**src/rtl/noc_local_rx_unit.sv**
```systemverilog
// noc_local_rx_unit
// Ejection-side receive stage between the router local output port and the
// tile's compute endpoint. Incoming flits are queued in a small FIFO, then
// header/data/tail framing is parsed from the FIFO head. Payload flits go
// out as a valid/ready stream. Once per packet the unit reports the source
// ID, the payload length and the framing-error flags.
//
// Ports:
//   noc_clk, noc_rst        clock, asynchronous active-high reset
//   in_valid/in_ready       flit handshake from the router local port
//   in_flit                 flit, DATA_W bits
//   in_is_header/in_is_tail framing sideband
//   pl_valid/pl_ready       payload handshake toward the endpoint
//   pl_data                 payload flit
//   pkt_done                one-cycle pulse when a packet closes
//   pkt_src_x/pkt_src_y     source of the last closed packet
//   pkt_len                 payload flit count of the last closed packet
//   pkt_err                 error flags of the last closed packet:
//                           [0] header magic, [1] wrong destination,
//                           [2] bad tail, [3] truncated by a new header
//   pkt_cnt                 packets closed since reset (wraps)
module noc_local_rx_unit #(
  parameter int unsigned        DATA_W = 64,
  parameter int unsigned        ID_X_W = 4,
  parameter int unsigned        ID_Y_W = 4,
  parameter logic [ID_X_W-1:0]  MY_X   = '0,
  parameter logic [ID_Y_W-1:0]  MY_Y   = '0,
  parameter int unsigned        DEPTH  = 4,
  parameter logic [7:0]         HEAD_H = 8'hAA,
  parameter logic [7:0]         HEAD_E = 8'h55,
  parameter logic [7:0]         TAIL_H = 8'hCC,
  parameter logic [7:0]         TAIL_E = 8'h33
) (
  input  logic              noc_clk,
  input  logic              noc_rst,
  input  logic              in_valid,
  output logic              in_ready,
  input  logic [DATA_W-1:0] in_flit,
  input  logic              in_is_header,
  input  logic              in_is_tail,
  output logic              pl_valid,
  input  logic              pl_ready,
  output logic [DATA_W-1:0] pl_data,
  output logic              pkt_done,
  output logic [ID_X_W-1:0] pkt_src_x,
  output logic [ID_Y_W-1:0] pkt_src_y,
  output logic [7:0]        pkt_len,
  output logic [3:0]        pkt_err,
  output logic [15:0]       pkt_cnt
);

  localparam int unsigned PtrW = (DEPTH > 1) ? $clog2(DEPTH) : 1;
  localparam int unsigned CntW = PtrW + 1;
  localparam int unsigned EntW = DATA_W + 2;

  // Field positions inside a header/tail flit, MSB first after the H magic.
  localparam int unsigned SxMsb = DATA_W - 9;
  localparam int unsigned SyMsb = SxMsb - ID_X_W;
  localparam int unsigned DxMsb = SyMsb - ID_Y_W;
  localparam int unsigned DyMsb = DxMsb - ID_X_W;

  typedef enum logic [0:0] {StHead, StBody} state_e;

  // ---------------------------------------------------------------------------
  // FIFO
  // ---------------------------------------------------------------------------
  logic [EntW-1:0] mem_q [DEPTH];
  logic [PtrW-1:0] wr_ptr_q, rd_ptr_q;
  logic [CntW-1:0] count_q;
  logic            push, pop, empty;

  assign in_ready = (count_q != CntW'(DEPTH)) && !noc_rst;
  assign push     = in_valid && in_ready;
  assign empty    = (count_q == '0);

  always_ff @(posedge noc_clk) begin
    if (push) begin
      mem_q[wr_ptr_q] <= {in_is_header, in_is_tail, in_flit};
    end
  end

  always_ff @(posedge noc_clk or posedge noc_rst) begin
    if (noc_rst) begin
      wr_ptr_q <= '0;
      rd_ptr_q <= '0;
      count_q  <= '0;
    end else begin
      if (push) begin
        wr_ptr_q <= (wr_ptr_q == PtrW'(DEPTH - 1)) ? '0 : wr_ptr_q + 1'b1;
      end
      if (pop) begin
        rd_ptr_q <= (rd_ptr_q == PtrW'(DEPTH - 1)) ? '0 : rd_ptr_q + 1'b1;
      end
      unique case ({push, pop})
        2'b10:   count_q <= count_q + 1'b1;
        2'b01:   count_q <= count_q - 1'b1;
        default: count_q <= count_q;
      endcase
    end
  end

  // ---------------------------------------------------------------------------
  // FIFO head decode
  // ---------------------------------------------------------------------------
  logic [EntW-1:0]   hd;
  logic              hd_hdr, hd_tail;
  logic [DATA_W-1:0] hd_flit;
  logic [ID_X_W-1:0] hd_sx, hd_dx;
  logic [ID_Y_W-1:0] hd_sy, hd_dy;
  logic              head_magic_bad, tail_magic_bad, dst_bad;

  assign hd      = mem_q[rd_ptr_q];
  assign hd_hdr  = hd[EntW-1];
  assign hd_tail = hd[EntW-2];
  assign hd_flit = hd[DATA_W-1:0];
  assign hd_sx   = hd_flit[SxMsb -: ID_X_W];
  assign hd_sy   = hd_flit[SyMsb -: ID_Y_W];
  assign hd_dx   = hd_flit[DxMsb -: ID_X_W];
  assign hd_dy   = hd_flit[DyMsb -: ID_Y_W];

  assign head_magic_bad = (hd_flit[DATA_W-1 -: 8] != HEAD_H) || (hd_flit[7:0] != HEAD_E);
  assign tail_magic_bad = (hd_flit[DATA_W-1 -: 8] != TAIL_H) || (hd_flit[7:0] != TAIL_E);
  assign dst_bad        = (hd_dx != MY_X) || (hd_dy != MY_Y);

  // ---------------------------------------------------------------------------
  // Framing FSM
  // ---------------------------------------------------------------------------
  state_e            state_q, state_d;
  logic [ID_X_W-1:0] src_x_q, src_x_d;
  logic [ID_Y_W-1:0] src_y_q, src_y_d;
  logic [7:0]        len_q, len_d;
  logic [3:0]        err_q, err_d;

  logic              close;
  logic [ID_X_W-1:0] close_src_x;
  logic [ID_Y_W-1:0] close_src_y;
  logic [7:0]        close_len;
  logic [3:0]        close_err;

  always_comb begin
    state_d     = state_q;
    pop         = 1'b0;
    pl_valid    = 1'b0;
    close       = 1'b0;
    src_x_d     = src_x_q;
    src_y_d     = src_y_q;
    len_d       = len_q;
    err_d       = err_q;
    close_src_x = src_x_q;
    close_src_y = src_y_q;
    close_len   = len_q;
    close_err   = err_q;

    if (!empty) begin
      unique case (state_q)
        StHead: begin
          // Headers start a packet; anything else here is stray and dropped.
          pop = 1'b1;
          if (hd_hdr) begin
            src_x_d = hd_sx;
            src_y_d = hd_sy;
            len_d   = '0;
            err_d   = {2'b00, dst_bad, head_magic_bad};
            if (hd_tail) begin
              close       = 1'b1;
              close_src_x = hd_sx;
              close_src_y = hd_sy;
              close_len   = '0;
              close_err   = {2'b00, dst_bad, head_magic_bad};
            end else begin
              state_d = StBody;
            end
          end
        end
        StBody: begin
          if (hd_hdr) begin
            // Truncated packet: leave the new header for StHead next cycle.
            close     = 1'b1;
            close_err = err_q | 4'b1000;
            state_d   = StHead;
          end else if (hd_tail) begin
            pop       = 1'b1;
            close     = 1'b1;
            close_err = err_q | {1'b0,
                                 tail_magic_bad || (hd_sx != src_x_q) || (hd_sy != src_y_q),
                                 2'b00};
            state_d   = StHead;
          end else begin
            pl_valid = 1'b1;
            if (pl_ready) begin
              pop = 1'b1;
              if (len_q != 8'hFF) begin
                len_d = len_q + 8'd1;
              end
            end
          end
        end
        default: state_d = StHead;
      endcase
    end
  end

  // Head entry cannot change until it is popped, so pl_data holds under backpressure.
  assign pl_data = hd_flit;

  always_ff @(posedge noc_clk or posedge noc_rst) begin
    if (noc_rst) begin
      state_q <= StHead;
      src_x_q <= '0;
      src_y_q <= '0;
      len_q   <= '0;
      err_q   <= '0;
    end else begin
      state_q <= state_d;
      src_x_q <= src_x_d;
      src_y_q <= src_y_d;
      len_q   <= len_d;
      err_q   <= err_d;
    end
  end

  // ---------------------------------------------------------------------------
  // Per-packet report, registered one cycle after the close decision
  // ---------------------------------------------------------------------------
  always_ff @(posedge noc_clk or posedge noc_rst) begin
    if (noc_rst) begin
      pkt_done  <= 1'b0;
      pkt_src_x <= '0;
      pkt_src_y <= '0;
      pkt_len   <= '0;
      pkt_err   <= '0;
      pkt_cnt   <= '0;
    end else begin
      pkt_done <= close;
      if (close) begin
        pkt_src_x <= close_src_x;
        pkt_src_y <= close_src_y;
        pkt_len   <= close_len;
        pkt_err   <= close_err;
        pkt_cnt   <= pkt_cnt + 16'd1;
      end
    end
  end

endmodule

```
**config.mk**
```make
export PLATFORM = sky130hd
export DESIGN_NAME = noc_local_rx_unit
export DESIGN_NICKNAME = d
export VERILOG_FILES = /design/src/rtl/noc_local_rx_unit.sv
export SDC_FILE = /design/constraint.sdc
export NUM_CORES = 1
export LEC_CHECK = 0
export BUFFER_PORTS_ARGS = -buffer_cell sky130_fd_sc_hd__buf_4
export CELL_PAD_IN_SITES_DETAIL_PLACEMENT = 1
export CELL_PAD_IN_SITES_GLOBAL_PLACEMENT = 2
export CORE_MARGIN = 3
export CORE_UTILIZATION = 40
export CTS_CLUSTER_DIAMETER = 200
export DETAILED_ROUTE_END_ITERATION = 16
export PLACE_DENSITY_LB_ADDON = 0.1
export SLEW_MARGIN = 10
export SYNTH_ARGS = -nofsm -noshare
export SYNTH_HDL_FRONTEND = slang
export SYNTH_SLANG_ARGS = --single-unit
```
**constraint.sdc**
```tcl
create_clock -name noc_clk -period 5.7 [get_ports noc_clk]
set_input_delay 1.14 -clock noc_clk [delete_from_list [all_inputs] [get_ports noc_clk]]
set_output_delay 1.14 -clock noc_clk [all_outputs]
set_load 0.01 [all_outputs]
```
==> results of run 1 <==
per-stage QoR:
| stage | cell area [sq um] | util | instances | setup WS, ns | hold slack, ns |
|---|---|---|---|---|---|
| final | 15500 | 0.503 | 1267 | 1.55 | 0.473 |
| after global routing | 15500 | 0.503 | 1267 | 1.27 | 0.491 |
| after CTS | 15500 | 0.503 | 1265 | 1.42 | 0.479 |
| after detailed placement | 14300 | 0.463 | 1200 | 1.68 | 0.466 |
| after global placement | 14300 | 0.463 | 1200 | 1.68 | 0.457 |
| after floorplan | 12600 | - | 657 | 2.09 | 0.472 |
sequential cells by signal, summed over array words and instances, names as in the netlist:
| name | cells |
|---|---|
| count_q | 3 |
| pkt_src_y | 4 |
| rd_ptr_q | 2 |
| state_q | 1 |
| pkt_src_x | 4 |
| pkt_cnt | 16 |
| pkt_err | 4 |
| err_q | 2 |
| wr_ptr_q | 2 |
| pkt_done | 1 |
| len_q | 8 |
| src_y_q | 4 |
| pkt_len | 8 |
| src_x_q | 4 |
| mem_q | 264 |
placed cells by master, fill, tap and decap left out, drive strengths merged, types with 2 or more instances in the layout:
| master | instances |
|---|---|
| and4 | 2 |
| buf | 177 |
| a32o | 2 |
| diode | 2 |
| o21ai | 18 |
| bufinv | 5 |
| or3 | 4 |
| clkbuf | 47 |
| clkinv | 12 |
| nand4 | 7 |
| and3 | 12 |
| mux2 | 3 |
| o22ai | 4 |
| and2 | 4 |
| nor2 | 19 |
| o211ai | 4 |
| nor4 | 6 |
| dfrtp | 63 |
| a22oi | 4 |
| nand3 | 20 |
| a31oi | 2 |
| edfxtp | 264 |
| a21oi | 4 |
| nor3 | 5 |
| nand4bb | 2 |
| xnor2 | 16 |
| ha | 8 |
| mux4 | 66 |
| xor2 | 13 |
| inv | 14 |
| nand2 | 51 |
layer usage:
metal	vias to the layer above	wire (um)
li1	2972	-
met1	3417	10800
met2	176	13900
met3	56	2070
met4	6	771
met5	-	51
power breakdown:
part	switching, W	internal (W)
Combinational	0.00116	0.00113
Clock	0.000917	0.00146
Sequential	0.000326	0.00292
Total	0.00240	0.00552
final cells by class:
| class | instances | share of cell area |
|---|---|---|
| inverters | 13 | 0.00315 |
| clock inverters | 18 | 0.0148 |
| multi-input cells | 287 | 0.186 |
| clock buffers | 47 | 0.0641 |
| diodes | 2 | 0.000323 |
| flip-flops and latches | 327 | 0.614 |
| well taps | 396 | 0.0320 |
| repair buffers | 177 | 0.0857 |
critical path, stage by stage, from the launching register on:
cell     delay, ns
dfrtp_4       0.96
buf_4         0.61
mux4_2        0.66
buf_4         0.18
cells by family after synthesis:
| group | synth area share |
|---|---|
| mux | 0.122 |
| flops | 0.756 |
| buf+inv | 0.0164 |
| xor+xnor | 0.0202 |
| simple gates | 0.0525 |
| fa+ha+maj | 0.0104 |
| compound gates | 0.0233 |
how the worst max path moves through the flow:
stage | startpoint | end | slack (ns) | depth (start not counted)
final | rd_ptr_q[0] | pl_data[48] | 1.55 | 3
after global routing | rd_ptr_q[0] | pl_data[53] | 1.27 | 3
after CTS | rd_ptr_q[0] | pl_data[53] | 1.42 | 3
after detailed placement | rd_ptr_q[0] | pkt_err[0] | 1.68 | 5
after global placement | rd_ptr_q[0] | pkt_err[0] | 1.68 | 5
after floorplan | noc_rst | mem_q[0][0] | 2.09 | 2
==> impl_metrics.ini, run 1 <==
[outcome]
outcome = finished, final reports clean

[drt]
routedWlPerCell_um = 21.7
drt.antenna.violating_nets = 0
viasPerCell = 5.23
drc = 0
dr.pass1.iters = 4
via_count = 6627
first_iter_violations = 348
routed_wl_mm = 27.5

[yosys]
yosys-top-cells-count = edfxtp_1 (264), mux4_2 (66), dfrtp_1 (63), nand2_1 (51), nand3_1 (20)
synthArstFlopShare = 0.193
avgSynthCellArea_sq_um = 19.1
seq_area_frac_synth = 0.756
syn-cell-area_sq_um = 12600
yosysTopAreaCell = edfxtp_1
ys_top_cells_by_area = edfxtp_1 (63%), dfrtp_1 (13%), mux4_2 (12%), nand2_1 (1.5%), xnor2_1 (1.1%)
ys_types = 45
synthCells = 657
synth_edf_count = 264
syn_nets = 736
yosysMostFrequentCell = edfxtp_1
yosys.area.top_type_share = 0.630
yosys_warnings = 0
ys_ff_latch = 327
ys.flop_type = edfxtp_1

[hold_path]
hp-start = pkt_len[0]
min_to = pkt_len[0]
hold_class = reg -> reg
hold_depth = 2

[grt]
grt_start_max_net_pins = 69
use_met1 = 0.194
grt-busiest-layer = met2
grt_pass1_vias = 7368
grtUsageMet3 = 0.0532
grt_pass1_wl_mm = 42.4
use_met2 = 0.285
antenna_found_initial = 5
track_usage = 0.164
grt-ovfl-total = 0

[final_layout]
regArea_sq_um = 9510
area_growth_pct = 23.2
multi_input_area_sq_um = 2890
finalNetCount = 921
fillCellCount = 2866
drive_gt1_frac = 0.358

[timing]
fin_skew_ns = 0.0166
finalSetupTns_ns = 0
fin_crit_sh = 0.728
final_hold_viol_count = 0
setup_viol = 0
worst_slew_pin_slew_ns = 1.07
slew_headroom = 0.289
period_minus_slack_ns = 4.15
slew_violations = 0
max_freq_mhz = 241
grt_setup_unrepaired = no

[power_and_ir_drop]
ir_drop_mv = 0.262
powerDensity_nw_per_um2 = 511
power_w = 0.00791
p_leak_nw = 5.68

[die]
start_util = 0.408
core_sq_um = 30800
die-area_sq_um = 33600
io_pins = 173
num_rows = 64
chipHeight_um = 183
fp.dieW_um = 183

[setup_path]
crit_path_start_kind = register
r2r_cells = 5
arrival_ns = 3.01
reg2reg_to = pkt_err[0]
end_kind = output port
timing.rr.start = rd_ptr_q[0]
crit_fanout = 43
r2r_slack_ns = 1.74
path_class = reg -> out
cp.required_ns = 4.56

[placed_design]
gp_congestion = 0.731
portBuffers = 172
dp_hpwl_mm = 17.8

[clock_network]
clockBufferDepth = 3
cts.sink_count = 327
cts_setup_buffers = 0
ctsResizeCount = 0
cts.hold.buffers_added = 0
cts.clk_slew.worst_paths_ns = 0.06
cts-root-buf = clkbuf_16
cts_max_level = 2
cts_made_buffers = 36
cts_tree = done
clkLatencyLatePin_ns = 0.51

[flow_run]
cap_violations = 0
No activity file was read; power rests on OpenSTA's default activity.
==> run 2: changes to the inputs <==
Settings changed: ABC_AREA from default to 1, CORE_UTILIZATION 40 to 34.
Clock period 5.7 ns to 3.35 ns, I/O delays scaled along.
==> run 2 against run 1 <==
Effect of this change:
- die area grew 25%
- register-to-register slack lost 1.0 ns
- synthesized cell count grew 82%
- sequential power grew 63%
- largest power group is now combinational cells
- highest routed layer unchanged
==> impl_metrics.ini, run 2 <==
[outcome]
outcome = finished, final reports clean

[clock_network]
cts.clk_slew.worst_paths_ns = 0.05
cts.sink_count = 327
cts_made_buffers = 38
clkLatencyLatePin_ns = 0.54
cts-root-buf = clkbuf_16
cts_tree = done
clockBufferDepth = 3
cts_setup_buffers = 0
cts_max_level = 2

[yosys]
synthCells = 1194
ys_types = 32
ys_top_cells_by_area = edfxtp_1 (59%), dfrtp_1 (12%), nand2_1 (8.1%), o21ai_0 (3.5%), nand3_1 (3.0%)
syn-cell-area_sq_um = 13500
ys_ff_latch = 327
ys.flop_type = edfxtp_1
yosys-top-cells-count = nand2_1 (290), edfxtp_1 (264), inv_1 (103), nor2_1 (98), o21ai_0 (93)
seq_area_frac_synth = 0.706
yosysTopAreaCell = edfxtp_1
avgSynthCellArea_sq_um = 11.3
yosys_warnings = 0
yosys.area.top_type_share = 0.589
yosysMostFrequentCell = nand2_1
syn_nets = 1273
synth_edf_count = 264
synthArstFlopShare = 0.193

[die]
io_pins = 173
fp.dieW_um = 205
die-area_sq_um = 42000
num_rows = 72
chipHeight_um = 205
start_util = 0.346
core_sq_um = 38900

[timing]
worst_slew_pin_slew_ns = 0.689
fin_ws_ns = 0.235
slew_headroom = 0.540
fin_crit_sh = 0.930
grt_setup_unrepaired = no
slew_violations = 0
final_hold_viol_count = 0
fin_skew_ns = 0.0154
setup_viol = 0
max_freq_mhz = 321
period_minus_slack_ns = 3.11

[hold_path]
hold_class = in -> async

[grt]
antenna_found_initial = 1
grt-ovfl-total = 0
grt_pass1_vias = 9652
track_usage = 0.172
grt_pass1_wl_mm = 55.8
grt_start_max_net_pins = 137

[placed_design]
portBuffers = 172
gp_congestion = 0.717
dp_slack_ns = 0.575
dp_hpwl_mm = 22.8

[final_layout]
fillCellCount = 4276
drive_gt1_frac = 0.194
mostFrequentLayoutCells = nand2_1 (290), edfxtp_1 (264), buf_4 (179), inv_1 (102), nor2_1 (94)
regArea_sq_um = 9510
largest_reg_flops = 264
finalNetCount = 1453
multi_input_area_sq_um = 3340
top_regs = mem_q x264, pkt_cnt x16
registers.top_by_ff_count = mem_q
fin_util = 0.428
area_growth_pct = 23.7
final_common_cell = nand2_1

[setup_path]
crit_fanout = 47
arrival_ns = 2.44
end_kind = output port
cp.required_ns = 2.68
crit_path_start_kind = register
path_class = reg -> out

[power_and_ir_drop]
powerDensity_nw_per_um2 = 904
ir_drop_mv = 0.419
p_leak_nw = 6.68

[drt]
first_iter_violations = 423
drc = 0
routed_wl_mm = 35.9
via_count = 9123
drt.antenna.violating_nets = 0
viasPerCell = 4.75
routedWlPerCell_um = 18.7
dr.pass1.iters = 6

[flow_run]
cap_violations = 0
## run 2: power breakdown
part           switching [W]  internal [W]
Combinational        0.00380       0.00198
Clock                0.00162       0.00237
Sequential          0.000286       0.00500
Total                0.00570       0.00935
## run 2: cell families (layout without fill, tap and decap cells)
group | Yosys count | count (layout) | share of synthesized area
adder cells (fa/ha/maj) | 9 | 9 | 0.00892
AO/OA/AOI/OAI | 173 | 173 | 0.0682
flip-flops | 327 | 327 | 0.706
AND/OR/NAND/NOR | 508 | 508 | 0.158
other | 0 | 1 | 0
buffers and inverters | 160 | 367 | 0.0487
XOR/XNOR | 17 | 17 | 0.0111
## run 2: path summary, 6_finish.rpt
check | from | depth (start not counted) | slack [ns] | end
hold reg to reg | pkt_src_x[1] | 2 | 0.48 | pkt_src_x[1]
hold / removal | noc_rst | 2 | 0.25 | len_q[3]
max in group asynchronous | noc_rst | 3 | 2.46 | pkt_src_x[0]
setup / recovery | rd_ptr_q[0] | 7 | 0.24 | pl_data[49]
setup reg to reg | rd_ptr_q[0] | 13 | 0.70 | count_q[2]
min in group noc_clk | in_flit[29] | 1 | 0.33 | mem_q[1][29]
## run 2: repair_timing
item | in CTS | in global routing
setup endpoints to repair | 1 | 5
gates resized for setup | 1 | 2
hold buffers | 0 | 0
## run 2: per-stage QoR
stage | TNS [ns] | cells | instance area, sq um | hold WS (ns) | total power (W)
2_1_floorplan | -287.82 | 1194 | 13500 | 0.449 | 0.00880
3_3_place_gp | 0 | 1852 | 15500 | 0.469 | 0.0112
3_5_place_dp | 0 | 1852 | 15500 | 0.470 | 0.0113
4_1_cts | 0 | 1919 | 16600 | 0.245 | 0.0154
5_1_grt | 0 | 1919 | 16700 | 0.293 | 0.0162
6_report | 0 | 1920 | 16700 | 0.253 | 0.0151
## run 2: cell type report
class,instances,share of cell area
Multi-Input combinational cell,707,0.200
Clock buffer,51,0.0612
Inverter,109,0.0247
Timing Repair Buffer,191,0.0935
Sequential cell,327,0.571
Clock inverter,16,0.0102
Antenna cell,1,0.000150
Tap cell,518,0.0389
## run 2: critical path, stage by stage (launching register included)
cell and delay, ns:
dfrtp_4 0.52, inv_4 0.38, buf_6 0.40, nand2_1 0.11, nand3_1 0.11, nand2_1 0.13
inv_1 0.11, buf_4 0.13
## run 2: per-layer routing
| metal | GRT usage | up-vias | part of all wire |
|---|---|---|---|
| met5 | 0 | - | 0.00042 |
| met4 | 0.0425 | 2 | 0.016 |
| met2 | 0.296 | 164 | 0.50 |
| met1 | 0.224 | 4474 | 0.44 |
| met3 | 0.0356 | 43 | 0.047 |
| li1 | - | 4440 | - |
